**src/rtl/prt_tx_drain.sv**
```systemverilog
// Retires queued PRT slots: streams each frame to the MAC (or skips it on drop),
// then invalidates the slot and holds it for the duration of the PRT clear.
module prt_tx_drain #(
  parameter int DATA_WIDTH    = 8,
  parameter int NUM_SLOTS     = 10,
  parameter int MEM_DEPTH     = 1518,
  parameter int QUEUE_DEPTH   = 4,
  parameter int IFG_CYCLES    = 12,
  parameter int START_TIMEOUT = 16,
  localparam int SLOT_W       = $clog2(NUM_SLOTS)
) (
  input  logic                  CLK,
  input  logic                  RST_N,
  input  logic                  cmd_valid,
  output logic                  cmd_ready,
  input  logic [SLOT_W-1:0]     cmd_slot,
  input  logic                  cmd_drop,
  output logic                  EN_start_reading_prt_entry,
  input  logic                  RDY_start_reading_prt_entry,
  output logic [SLOT_W-1:0]     start_reading_prt_entry_slot,
  output logic                  EN_read_prt_entry,
  input  logic                  RDY_read_prt_entry,
  input  logic [DATA_WIDTH:0]   read_prt_entry,
  output logic                  EN_invalidate_prt_entry,
  input  logic                  RDY_invalidate_prt_entry,
  output logic [SLOT_W-1:0]     invalidate_prt_entry_slot,
  input  logic                  tx_enable,
  output logic                  tx_valid,
  output logic [DATA_WIDTH-1:0] tx_data,
  output logic                  tx_last,
  output logic [15:0]           frames_sent,
  output logic [15:0]           frames_dropped,
  output logic                  err_flag,
  output logic                  busy
);

  localparam int PTR_W   = (QUEUE_DEPTH > 1) ? $clog2(QUEUE_DEPTH) : 1;
  localparam int QCNT_W  = $clog2(QUEUE_DEPTH + 1);
  localparam int IFG_W   = (IFG_CYCLES > 0) ? $clog2(IFG_CYCLES + 1) : 1;
  localparam int CNT_MAX = (MEM_DEPTH > START_TIMEOUT) ? MEM_DEPTH : START_TIMEOUT;
  localparam int CNT_W   = $clog2(CNT_MAX + 1);

  typedef enum logic [2:0] {S_IDLE, S_RD_REQ, S_STREAM, S_INV_REQ, S_INV_HOLD} state_e;

  state_e                  state_q, state_d;
  logic [CNT_W-1:0]        cnt_q, cnt_d;
  logic [IFG_W-1:0]        ifg_q, ifg_d;
  logic [DATA_WIDTH-1:0]   hold_q, hold_d;
  logic                    hold_full_q, hold_full_d;
  logic                    tx_valid_q, tx_valid_d, tx_last_q, tx_last_d;
  logic [DATA_WIDTH-1:0]   tx_data_q, tx_data_d;
  logic [15:0]             sent_q, dropped_q;
  logic                    err_q;
  logic                    en_start_q, en_read_q, en_inv_q;
  logic [SLOT_W-1:0]       start_slot_q, inv_slot_q;
  logic                    sent_inc, drop_inc, err_set, ifg_load, pop;

  // Command FIFO: {drop, slot}; head stays put until INV_HOLD retires it.
  logic [SLOT_W:0]         q_mem [QUEUE_DEPTH];
  logic [PTR_W-1:0]        wr_ptr_q, rd_ptr_q;
  logic [QCNT_W-1:0]       q_cnt_q;
  logic                    q_full, q_empty, push, head_drop, rd_take;
  logic [SLOT_W-1:0]       head_slot;

  function automatic logic [PTR_W-1:0] ptr_inc(input logic [PTR_W-1:0] p);
    return (p == PTR_W'(QUEUE_DEPTH - 1)) ? '0 : p + 1'b1;
  endfunction

  assign q_full    = (q_cnt_q == QCNT_W'(QUEUE_DEPTH));
  assign q_empty   = (q_cnt_q == '0);
  assign push      = cmd_valid && !q_full;
  assign head_drop = q_mem[rd_ptr_q][SLOT_W];
  assign head_slot = q_mem[rd_ptr_q][SLOT_W-1:0];
  assign rd_take   = RDY_read_prt_entry && !read_prt_entry[DATA_WIDTH];

  // NOTE: storage arrays carry no reset; the empty count alone makes stale entries unreachable.
  always_ff @(posedge CLK) begin
    if (push) q_mem[wr_ptr_q] <= {cmd_drop, cmd_slot};
  end

  // NOTE: every default is assigned first so no path through this block can infer a latch.
  always_comb begin
    state_d     = state_q;
    cnt_d       = cnt_q;
    hold_d      = hold_q;
    hold_full_d = hold_full_q;
    tx_valid_d  = 1'b0;
    tx_last_d   = 1'b0;
    tx_data_d   = '0;
    sent_inc    = 1'b0;
    drop_inc    = 1'b0;
    err_set     = 1'b0;
    ifg_load    = 1'b0;
    pop         = 1'b0;
    unique case (state_q)
      S_IDLE: begin
        cnt_d = '0;
        if (!q_empty) begin
          if (head_drop) state_d = S_INV_REQ;
          else if (tx_enable && ifg_q == '0) state_d = S_RD_REQ;
        end
      end
      S_RD_REQ: begin
        if (RDY_start_reading_prt_entry) begin
          state_d     = S_STREAM;
          cnt_d       = '0;
          hold_full_d = 1'b0;
        end else if (cnt_q == CNT_W'(START_TIMEOUT - 1)) begin
          state_d  = S_INV_REQ;
          cnt_d    = '0;
          err_set  = 1'b1;
          drop_inc = 1'b1;
        end else begin
          cnt_d = cnt_q + 1'b1;
        end
      end
      S_STREAM: begin
        if (rd_take && cnt_q != CNT_W'(MEM_DEPTH)) begin
          hold_d      = read_prt_entry[DATA_WIDTH-1:0];
          hold_full_d = 1'b1;
          cnt_d       = cnt_q + 1'b1;
          tx_valid_d  = hold_full_q;
          tx_data_d   = hold_full_q ? hold_q : '0;
        end else begin
          // End of frame; a byte still arriving after MEM_DEPTH loads marks it overlong.
          state_d     = S_INV_REQ;
          cnt_d       = '0;
          hold_full_d = 1'b0;
          if (hold_full_q) begin
            tx_valid_d = 1'b1;
            tx_last_d  = 1'b1;
            tx_data_d  = hold_q;
            sent_inc   = 1'b1;
            ifg_load   = 1'b1;
            err_set    = rd_take;
          end else begin
            drop_inc = 1'b1;
          end
        end
      end
      S_INV_REQ: begin
        cnt_d = '0;
        if (RDY_invalidate_prt_entry) state_d = S_INV_HOLD;
      end
      S_INV_HOLD: begin
        if (cnt_q == CNT_W'(MEM_DEPTH)) begin
          state_d  = S_IDLE;
          cnt_d    = '0;
          pop      = 1'b1;
          drop_inc = head_drop;
        end else begin
          cnt_d = cnt_q + 1'b1;
        end
      end
      default: state_d = S_IDLE;
    endcase
  end

  assign ifg_d = ifg_load ? IFG_W'(IFG_CYCLES) : ((ifg_q != '0) ? ifg_q - 1'b1 : '0);

  // NOTE: sequential state uses non-blocking assignments so all registers update together.
  always_ff @(posedge CLK or negedge RST_N) begin
    if (!RST_N) begin
      state_q      <= S_IDLE;
      cnt_q        <= '0;
      ifg_q        <= '0;
      hold_q       <= '0;
      hold_full_q  <= 1'b0;
      tx_valid_q   <= 1'b0;
      tx_last_q    <= 1'b0;
      tx_data_q    <= '0;
      sent_q       <= '0;
      dropped_q    <= '0;
      err_q        <= 1'b0;
      en_start_q   <= 1'b0;
      en_read_q    <= 1'b0;
      en_inv_q     <= 1'b0;
      start_slot_q <= '0;
      inv_slot_q   <= '0;
      wr_ptr_q     <= '0;
      rd_ptr_q     <= '0;
      q_cnt_q      <= '0;
    end else begin
      state_q      <= state_d;
      cnt_q        <= cnt_d;
      ifg_q        <= ifg_d;
      hold_q       <= hold_d;
      hold_full_q  <= hold_full_d;
      tx_valid_q   <= tx_valid_d;
      tx_last_q    <= tx_last_d;
      tx_data_q    <= tx_data_d;
      if (sent_inc) sent_q <= sent_q + 16'd1;
      if (drop_inc) dropped_q <= dropped_q + 16'd1;
      err_q        <= err_q | err_set;
      // Handshake outputs decode the next state, so they are registered and mutually exclusive.
      en_start_q   <= (state_d == S_RD_REQ);
      en_read_q    <= (state_d == S_STREAM);
      en_inv_q     <= (state_d == S_INV_REQ);
      start_slot_q <= (state_d == S_RD_REQ) ? head_slot : '0;
      inv_slot_q   <= (state_d == S_INV_REQ || state_d == S_INV_HOLD) ? head_slot : '0;
      if (push) wr_ptr_q <= ptr_inc(wr_ptr_q);
      if (pop)  rd_ptr_q <= ptr_inc(rd_ptr_q);
      q_cnt_q      <= q_cnt_q + QCNT_W'(push) - QCNT_W'(pop);
    end
  end

  assign cmd_ready                    = !q_full;
  assign busy                         = (state_q != S_IDLE) || !q_empty;
  assign EN_start_reading_prt_entry   = en_start_q;
  assign start_reading_prt_entry_slot = start_slot_q;
  assign EN_read_prt_entry            = en_read_q;
  assign EN_invalidate_prt_entry      = en_inv_q;
  assign invalidate_prt_entry_slot    = inv_slot_q;
  assign tx_valid                     = tx_valid_q;
  assign tx_data                      = tx_data_q;
  assign tx_last                      = tx_last_q;
  assign frames_sent                  = sent_q;
  assign frames_dropped               = dropped_q;
  assign err_flag                     = err_q;

endmodule

```
**config.mk**
```make
export PLATFORM = sky130hd
export DESIGN_NAME = prt_tx_drain
export DESIGN_NICKNAME = d
export VERILOG_FILES = /design/src/rtl/prt_tx_drain.sv
export SDC_FILE = /design/constraint.sdc
export NUM_CORES = 1
export LEC_CHECK = 0
export CORE_MARGIN = 3
export CORE_UTILIZATION = 50
export CTS_BUF_LIST = sky130_fd_sc_hd__clkbuf_4 sky130_fd_sc_hd__clkbuf_8
export DETAILED_ROUTE_END_ITERATION = 6
export GPL_TIMING_DRIVEN = 1
export PLACE_DENSITY = 0.75
export SYNTH_ARGS = -nofsm -noshare
export SYNTH_HDL_FRONTEND = slang
export SYNTH_SLANG_ARGS = --single-unit
```
**constraint.sdc**
```tcl
create_clock -name CLK -period 7.6 [get_ports CLK]
set_clock_uncertainty 0.2 [all_clocks]
set_input_delay 1.52 -clock CLK [delete_from_list [all_inputs] [get_ports CLK]]
set_output_delay 1.52 -clock CLK [all_outputs]
set_load 0.01 [all_outputs]
```
# After elaboration in Yosys (flattened, before gate mapping)
# Memory sizes are Yosys's and may differ from the RTL's.
# Cells that the tools add are included.
# op_classes
addsub	8
n_eq_ne	15
mux	43
bitwise	1
n_reduce_logical	19
# op_table
op	count
11-bit two-way mux	4
11-bit one-hot mux with 4 select lines	1
16-bit by 1-bit adder with 16-bit output (second input constant)	2
3-bit two-way mux	8
1-bit two-way mux	18
4-bit two-way mux	4
8-bit two-way mux	2
3-bit one-hot mux with 5 select lines	1
3-bit by 2-bit equality test with 1-bit output (second input constant)	4
11-bit by 1-bit adder with 11-bit output (second input constant)	1
11-bit equality test (second input constant)	1
11-bit by 4-bit equality test with 1-bit output (second input constant)	1
11-bit != test (second input constant)	1
3-bit equality test (second input constant)	3
4-bit nonzero test	2
3-bit by 1-bit equality test with 1-bit output (second input constant)	2
3-bit logical NOT	2
2-bit by 1-bit adder with 2-bit output (second input constant)	2
2-bit equality test (second input constant)	2
1-bit logical AND	4
4-bit logical NOT	1
2-bit two-way mux	2
1-bit one-hot mux with 2 select lines	2
2-bit AND reduction	2
other kinds (11)	14
# totals
reg_bits	88
ram_bits	20
in_bits	21
output_inout_bits	56
mem_count	1
# memory_table
memory	depth	width	rd	rd_ports_with_merged_regs	wr	line	text
q_mem	4	5	1	0	1	59	logic [SLOT_W:0] q_mem [QUEUE_DEPTH];

# Logic depth before layout (Yosys ltp)
# Gate-level depths: netlist of the first run.
# logic_depth
depth_word	9
mapped_depth	10

# Worst setup path after synthesis of the first run
# OpenSTA, ideal clock, no wires.
# synth_path
kind	input -> register
startpoint	input RDY_start_reading_prt_entry
endpoint	register dropped_q[13], in the netlist frames_dropped[13]
setup_time_ns	0.125
arrival_ns	2.794
slack_ns	4.481
path_stages	6
n_path_buf	1
cell_sequence	or4b_1 -> nor4_2 -> a21o_2 -> buf_4 -> o2111ai_1 -> xnor2_1
# synth_between
elab_chain_cells	2
# synth_rtl
item	line	text
start, declared	19	input logic RDY_start_reading_prt_entry,
1-bit two-way mux	104	if (RDY_start_reading_prt_entry) begin
1-bit one-hot mux with 3 select lines	95	unique case (state_q)
end signal, assigned	193	if (drop_inc) dropped_q <= dropped_q + 16'd1;
end, declared	52	logic [15:0] sent_q, dropped_q;
# Every way passes these cells.
# A chain may end at the register's enable or synchronous reset.

# Worst setup path after layout of the first run
# layout_path
startpoint	register state_q[1]
endpoint	output busy
# layout_between
elab_chain_cells	2
# layout_rtl
item	line	text
start, declared	45	state_e state_q, state_d;
start signal, assigned	184	state_q <= state_d;
3-bit nonzero test	208	assign busy = (state_q != S_IDLE) || !q_empty;
1-bit logical OR	208	
end, declared	34	output logic busy
# Every way passes these cells.

==> results of run 1 <==
==> metal layers <==
layer,GRT usage (%),part of all wire (%),vias up,routed length (um)
li1,-,-,1524,-
met1,22.4,43,1582,3940
met2,29.9,52,67,4690
met3,3.95,3.8,12,348
met4,4.69,1.1,0,96
met5,0,0,-,0
==> placed cells by master (no fill, tap or decap), drive strengths merged, types with 4 or more instances in the layout <==
master         count
a21oi              6
and2              16
and3              11
clkbuf            10
clkdlybuf4s50     75
dfrtp             88
edfxtp            20
ha                13
inv               18
mux2              10
mux4               5
nand2             27
nand2b             7
nand3              8
nand4             12
nor2              21
nor2b              7
nor3              11
nor4               4
o2111ai            7
o211ai             8
o21ai              6
or3                5
xnor2             30
xor2              10
==> sequential cells by signal, indices dropped and copies added (netlist names), 2 cells and up <==
signal,count
ifg_q,4
q_mem,20
state_q,3
wr_ptr_q,2
start_reading_prt_entry_slot,4
frames_dropped,16
frames_sent,16
rd_ptr_q,2
hold_q,8
tx_data,8
q_cnt_q,3
cnt_q,11
invalidate_prt_entry_slot,4
==> Yosys cell counts, types with 8 or more instances <==
master / instances
and2_1: 16
dfrtp_1: 88
nor3_1: 9
inv_1: 14
and3_1: 11
nand3_1: 8
edfxtp_1: 20
mux2_2: 10
clkbuf_1: 8
xor2_1: 10
xnor2_1: 30
nand2_1: 27
nor2_1: 21
ha_1: 13
nand4_1: 11
==> area by class of cell <==
type                            instances  area share [%]
Sequential cell                       108            47.2
Multi-Input combinational cell        253            33.2
Timing Repair Buffer                   76            12.8
Tap cell                              129            2.72
Clock buffer                           10            2.21
Clock inverter                          6           0.949
Inverter                               15           0.949
==> power groups by stage <==
stage | logic [uW] | registers [uW] | clock network, uW
floorplan | 369 | 841 | 0
global placement | 570 | 850 | 0
detailed placement | 595 | 859 | 0
CTS | 595 | 847 | 340
global route | 650 | 868 | 363
finish | 585 | 846 | 328
==> cells by family (layout without fill, tap and decap cells) <==
family                     after synthesis  after routing  share of synthesized area, %
xor gates and xnor gates                40             40                          7.17
AOI/OAI and AO/OA                       42             42                          6.99
and+or+nand+nor                        140            140                          17.3
DFF                                    108            108                          57.4
muxes                                   17             17                          5.02
buffers and inverters                   27            107                          2.36
adders and majority gates               14             14                          3.74
==> critical path, delay by kind of cell, from the launching register on <==
kind,cells,cell delay (ns)
buf+inv,1,0.55
flops,1,0.71
simple gates,2,0.27
==> stage by stage <==
step	hold slack (ns)	worst slack (ns)
final	0.272	4.00
after global routing	0.307	3.87
after CTS	0.277	3.99
after detailed placement	0.259	3.78
after global placement	0.255	3.83
after floorplan	0.237	4.48
==> final timing paths <==
path	slack, ns	to	startpoint
max	4.00	busy	state_q[1]$_DFF_PN0_
min	0.27	ifg_q[0]$_DFF_PN0_	ifg_q[0]$_DFF_PN0_
max reg2reg	4.55	q_cnt_q[2]$_DFF_PN0_	state_q[1]$_DFF_PN0_
min reg2reg	0.27	ifg_q[0]$_DFF_PN0_	ifg_q[0]$_DFF_PN0_
max in group asynchronous	5.38	cnt_q[10]$_DFFE_PN0P_	RST_N
min in group asynchronous	1.13	frames_dropped[10]$_DFFE_PN0P_	RST_N
==> metrics.md, run 1 <==
| Metric | Value |
|---|---|
| Status | `complete, no violations` |
| Power density cells | `297 nW/um^2` |
| Comb power frac | `33.3%` |
| Tmin final | `3.60 ns` |
| CP Cell Sequence | `nor3_1 -> nand2b_1 -> clkdlybuf4s50_1` |
| Largest net degree at the start of global routing | `89` |
| Number of cell rows | `35` |
| Die ar. | `11000 sq um` |
| Num CTS Buffers | `9` |
| Global-route wire length before repair | `15.4 mm` |
| Sw Ratio | `34.6%` |
| Syn_area_per_cell | `12.6 sq um` |
| Slew headroom | `29.0%` |
| Placeable Area | `9370 sq um` |
| Hold path cells | `1` |
| Overall Global Routing Usage | `17.4%` |
| Int Power | `1150 uW` |
| Final #Nets | `498` |
| Initial core utilization | `52.1%` |
| Fill count | `721` |
| Post-synth EDFFs | `20` |
| Post-synth top area share | `45.1%` |
| Die width | `105 um` |
| Sequential share of the synthesized area | `57.4%` |
| Sequential Power Share | `48.1%` |
| Cell Area, Placed | `5750 sq um` |
| Setup-failing EPs final | `0` |
| CP max-delay cell | `dfrtp_1` |
| Crit path launch type | `register` |
| P_leak | `0.00248 uW` |
| Layout Cells excl Fill | `597` |
| #FFs+latches synth | `108` |
| DRC errors left | `0` |
| Finished Core Util | `63.3%` |
| Area leader, netlist | `dfrtp_1` |
| Cell Area, Synth | `4880 sq um` |
| Multi-input gate area in the final layout | `1970 sq um` |
| Post-DP HPWL | `6.69 mm` |
| DIE HEIGHT | `105 um` |
| Worst hold path class | `reg -> reg` |
| Post-DRT Antenna Nets | `0` |
| Pre-Repair DR Iteration Count | `4` |
| Clock-pin slew on the worst setup and hold paths | `0.09 ns` |
| Most used DFF post-synth | `dfrtp_1` |
| I/O Buffers | `76` |
| Max incr delay on CP | `0.71 ns` |
| Max clock buf depth | `2` |
| Register area | `2800 sq um` |
| Final Cycle Share | `47.3%` |
| Switching Power | `608 uW` |
| WP data arrival | `1.88 ns` |
| RSZ-0062 raised after global routing | `no` |
| Final hold vios | `0` |
| Max-Cap Viols | `0` |
| TritonCTS clock tree | `built` |
| Insertion delay to the later sink of the worst-skew pair | `0.37 ns` |
| CTS Hold Buffers Added | `0` |
| Synth area leaders | `dfrtp_1, edfxtp_1, xnor2_1, ha_1, mux2_2` |
| Clk root buf | `clkbuf_8` |
| Setup bufs post-CTS | `0` |
| H-tree depth | `3` |
| Final Power | `1760 uW` |
| Setup TNS | `0 ns` |
| Cells after Synth | `388` |
| Maximum vdd drop | `173 uV` |
| Slew Viols, Final | `0` |
| Layout cells sized above 1 | `10.7%` |
| Synth warn | `0` |
| Worst reg-to-reg path cell count | `8` |
| Number of I/O pins | `77` |
| Worst slew pin tran | `1.06 ns` |
| WL/cell | `15.2 um` |
| Antenna violations before repair | `0` |
| Asr flop ratio synth | `81.5%` |
| CP max FO | `20` |
| 1st-iter DRT viols | `158` |
| Crit path capture type | `output pin` |
| Placed cell count | `581` |
| Fmax | `0.278 GHz` |
| Via count | `3185` |
| Number of global-route vias before repair | `3200` |
| Clk network pwr share | `18.6%` |
| Layout area overhead | `21.5%` |
| Routability cong. | `0.792` |
| Congestion Overflow GR | `0` |
| Final antenna diode count | `0` |
| Final Instance Area | `5930 sq um` |
| Clock Sinks | `108` |
| CP required | `5.88 ns` |
| Cts repair resizes | `0` |
| Post-Route WL | `9.08 mm` |
| Distinct cell type count after synthesis | `61` |
| Vias/cell | `5.34` |
| Synth Net Count | `423` |
| CP Class | `reg -> out` |
No activity file was read; power rests on OpenSTA's default activity.
==> run 2: changes to the inputs <==
==> constraint.sdc (replaced) <==
create_clock -name CLK -period 3.7 [get_ports CLK]
set_clock_uncertainty 0.2 [all_clocks]
set_input_delay 0.74 -clock CLK [delete_from_list [all_inputs] [get_ports CLK]]
set_output_delay 0.74 -clock CLK [all_outputs]
set_load 0.01 [all_outputs]
==> metrics.md, run 2 (synthesis results as in run 1) <==
| Metric | Value |
|---|---|
| Final Instance Area | `5960 sq um (was 5930 sq um)` |
| Post-DP HPWL | `6.85 mm (was 6.69 mm)` |
| Number of cell rows | `35 (unchanged)` |
| Final Cycle Share | `78.7%` |
| DRC errors left | `0 (unchanged)` |
| Int Power | `2370 uW (was 1150 uW)` |
| Max-Cap Viols | `0 (unchanged)` |
| 1st-iter DRT viols | `153 (was 158)` |
| CP max FO | `15 (was 20)` |
| Cell Area, Placed | `5770 sq um (was 5750 sq um)` |
| Power density cells | `610 nW/um^2 (was 297 nW/um^2)` |
| Fmax | `0.343 GHz` |
| Most flop-heavy register | `q_mem (unchanged)` |
| Most common cell after layout, fill and taps aside | `dfrtp_1 (unchanged)` |
| Congestion Overflow GR | `0 (unchanged)` |
| Worst slew pin tran | `0.782 ns (was 1.06 ns)` |
| Post-DRT Antenna Nets | `0 (unchanged)` |
| Hold Slack | `0.231 ns (was 0.272 ns)` |
| Initial core utilization | `52.1% (unchanged)` |
| Num CTS Buffers | `9 (unchanged)` |
| Final hold vios | `0 (unchanged)` |
| Die ar. | `11000 sq um (unchanged)` |
| CP Cell Sequence | `or3b_2 -> nor4_1 -> ha_1 -> inv_1 -> ha_1 -> fa_1 -> xnor2_1 -> xnor2_1 (was nor3_1 -> nand2b_1 -> clkdlybuf4s50_1)` |
| Switching Power | `1270 uW (was 608 uW)` |
| H-tree depth | `3 (unchanged)` |
| Maximum vdd drop | `360 uV (was 173 uV)` |
| Routability cong. | `0.789 (was 0.792)` |
| P_leak | `0.00249 uW (was 0.00248 uW)` |
| Layout area overhead | `22.0% (was 21.5%)` |
| Number of I/O pins | `77 (unchanged)` |
| Delay-heaviest family, CP | `simple AND/OR/NAND/NOR gates (was flip-flops)` |
| Final #Nets | `501 (was 498)` |
| CP max-delay cell | `dfrtp_1 (unchanged)` |
| Layout cells sized above 1 | `11.0% (was 10.7%)` |
| DIE HEIGHT | `105 um (unchanged)` |
| WL/cell | `15.4 um (was 15.2 um)` |
| Finished Core Util | `63.6% (was 63.3%)` |
| WP data arrival | `3.01 ns (was 1.88 ns)` |
| Number of global-route vias before repair | `3281 (was 3200)` |
| Comb power frac | `33.9% (was 33.3%)` |
| TritonCTS clock tree | `built (unchanged)` |
| CP Class | `reg -> reg (was reg -> out)` |
| Slew Viols, Final | `0 (unchanged)` |
| Crit path launch type | `register (unchanged)` |
| Post-Route WL | `9.23 mm (was 9.08 mm)` |
| Pre-Repair DR Iteration Count | `4 (unchanged)` |
| CP required | `3.80 ns (was 5.88 ns)` |
| Cts repair resizes | `0 (unchanged)` |
| Insertion delay to the later sink of the worst-skew pair | `0.38 ns (was 0.37 ns)` |
| Clk root buf | `clkbuf_8 (unchanged)` |
| Buf/Inv on CP | `1 (unchanged)` |
| Worst hold path class | `in -> async (was reg -> reg)` |
| Clock-pin slew on the worst setup and hold paths | `0.11 ns (was 0.09 ns)` |
| Max incr delay on CP | `0.63 ns (was 0.71 ns)` |
| Clk network pwr share | `18.9% (was 18.6%)` |
| Highest-count cells in the layout ignoring fill and taps | `dfrtp_1, clkdlybuf4s50_1, xnor2_1 (unchanged)` |
| Slew headroom | `47.8% (was 29.0%)` |
| Sequential Power Share | `47.2% (was 48.1%)` |
| Fill count | `737 (was 721)` |
| Setup TNS | `0 ns (unchanged)` |
| Crit path capture type | `register (was output pin)` |
| Die width | `105 um (unchanged)` |
| Clock Sinks | `108 (unchanged)` |
| Status | `complete, no violations (unchanged)` |
| Largest net degree at the start of global routing | `65 (was 89)` |
| Setup-failing EPs final | `0 (unchanged)` |
| CTS Hold Buffers Added | `0 (unchanged)` |
| Final antenna diode count | `0 (unchanged)` |
| I/O Buffers | `76 (unchanged)` |
| Overall Global Routing Usage | `18.2% (was 17.4%)` |
| Global-route wire length before repair | `16.2 mm (was 15.4 mm)` |
| Vias/cell | `5.38 (was 5.34)` |
| Setup bufs post-CTS | `0 (unchanged)` |
| Via count | `3226 (was 3185)` |
| Sw Ratio | `34.9% (was 34.6%)` |
| Tmin final | `2.91 ns` |
| Antenna violations before repair | `0 (unchanged)` |
| RSZ-0062 raised after global routing | `no (unchanged)` |
| Max reg flops | `20 (unchanged)` |
| Placeable Area | `9370 sq um (unchanged)` |
| Max clock buf depth | `2 (unchanged)` |
-- run 2: changes by cell type in the layout (fill, tap and decap cells not counted) --
cell      change
buf_4         +3
clkbuf_4      -1
clkinv_1      +1
clkinv_4      -1
clkinv_8      +1
-- run 2: stage by stage --
stage / power (uW) / setup WS (ns) / instances
after floorplan: 2480 / 1.12 / 388
after global placement: 2920 / 0.706 / 584
after detailed placement: 2990 / 0.648 / 584
after CTS: 3670 / 0.800 / 600
after global routing: 3890 / 0.622 / 600
final: 3630 / 0.789 / 600
-- run 2: layout make-up --
cell class | instances | area, sq um | share of cell area, %
Clock inverter | 7 | 67.6 | 1.13
Inverter | 15 | 56.3 | 0.945
Timing Repair Buffer | 79 | 781 | 13.1
Sequential cell | 108 | 2800 | 47.0
Clock buffer | 9 | 124 | 2.08
Multi-Input combinational cell | 253 | 1970 | 33.0
Tap cell | 129 | 161 | 2.71
-- run 2: layer usage --
metal	global-route usage [%]	routed length, um	up-vias	share of wire, %
met3	3.58	396	14	4.3
met5	0	0	-	0
met4	6.47	164	0	1.8
met1	23.7	4040	1596	44
li1	-	-	1545	-
met2	30.6	4630	71	50
-- run 2: power by group through the flow --
stage | Combinational (uW) | Clock [uW] | Sequential [uW]
final | 1230 | 686 | 1720
after global routing | 1370 | 757 | 1760
after CTS | 1250 | 703 | 1720
after floorplan | 757 | 0 | 1730
after detailed placement | 1250 | 0 | 1740
after global placement | 1200 | 0 | 1720
-- run 2: final timing paths --
| check | slack, ns | from | end | cells past startpoint |
|---|---|---|---|---|
| max | 0.79 | state_q[2]$_DFF_PN0_ | q_cnt_q[2]$_DFF_PN0_ | 8 |
| min | 0.23 | RST_N | frames_dropped[13]$_DFFE_PN0P_ | 1 |
| max reg2reg | 0.79 | state_q[2]$_DFF_PN0_ | q_cnt_q[2]$_DFF_PN0_ | 8 |
| min reg2reg | 0.27 | frames_sent[15]$_DFFE_PN0P_ | frames_sent[15]$_DFFE_PN0P_ | 1 |
| max in group asynchronous | 2.37 | RST_N | EN_read_prt_entry$_DFF_PN0_ | 2 |
| min in group CLK | 0.27 | frames_sent[15]$_DFFE_PN0P_ | frames_sent[15]$_DFFE_PN0P_ | 1 |
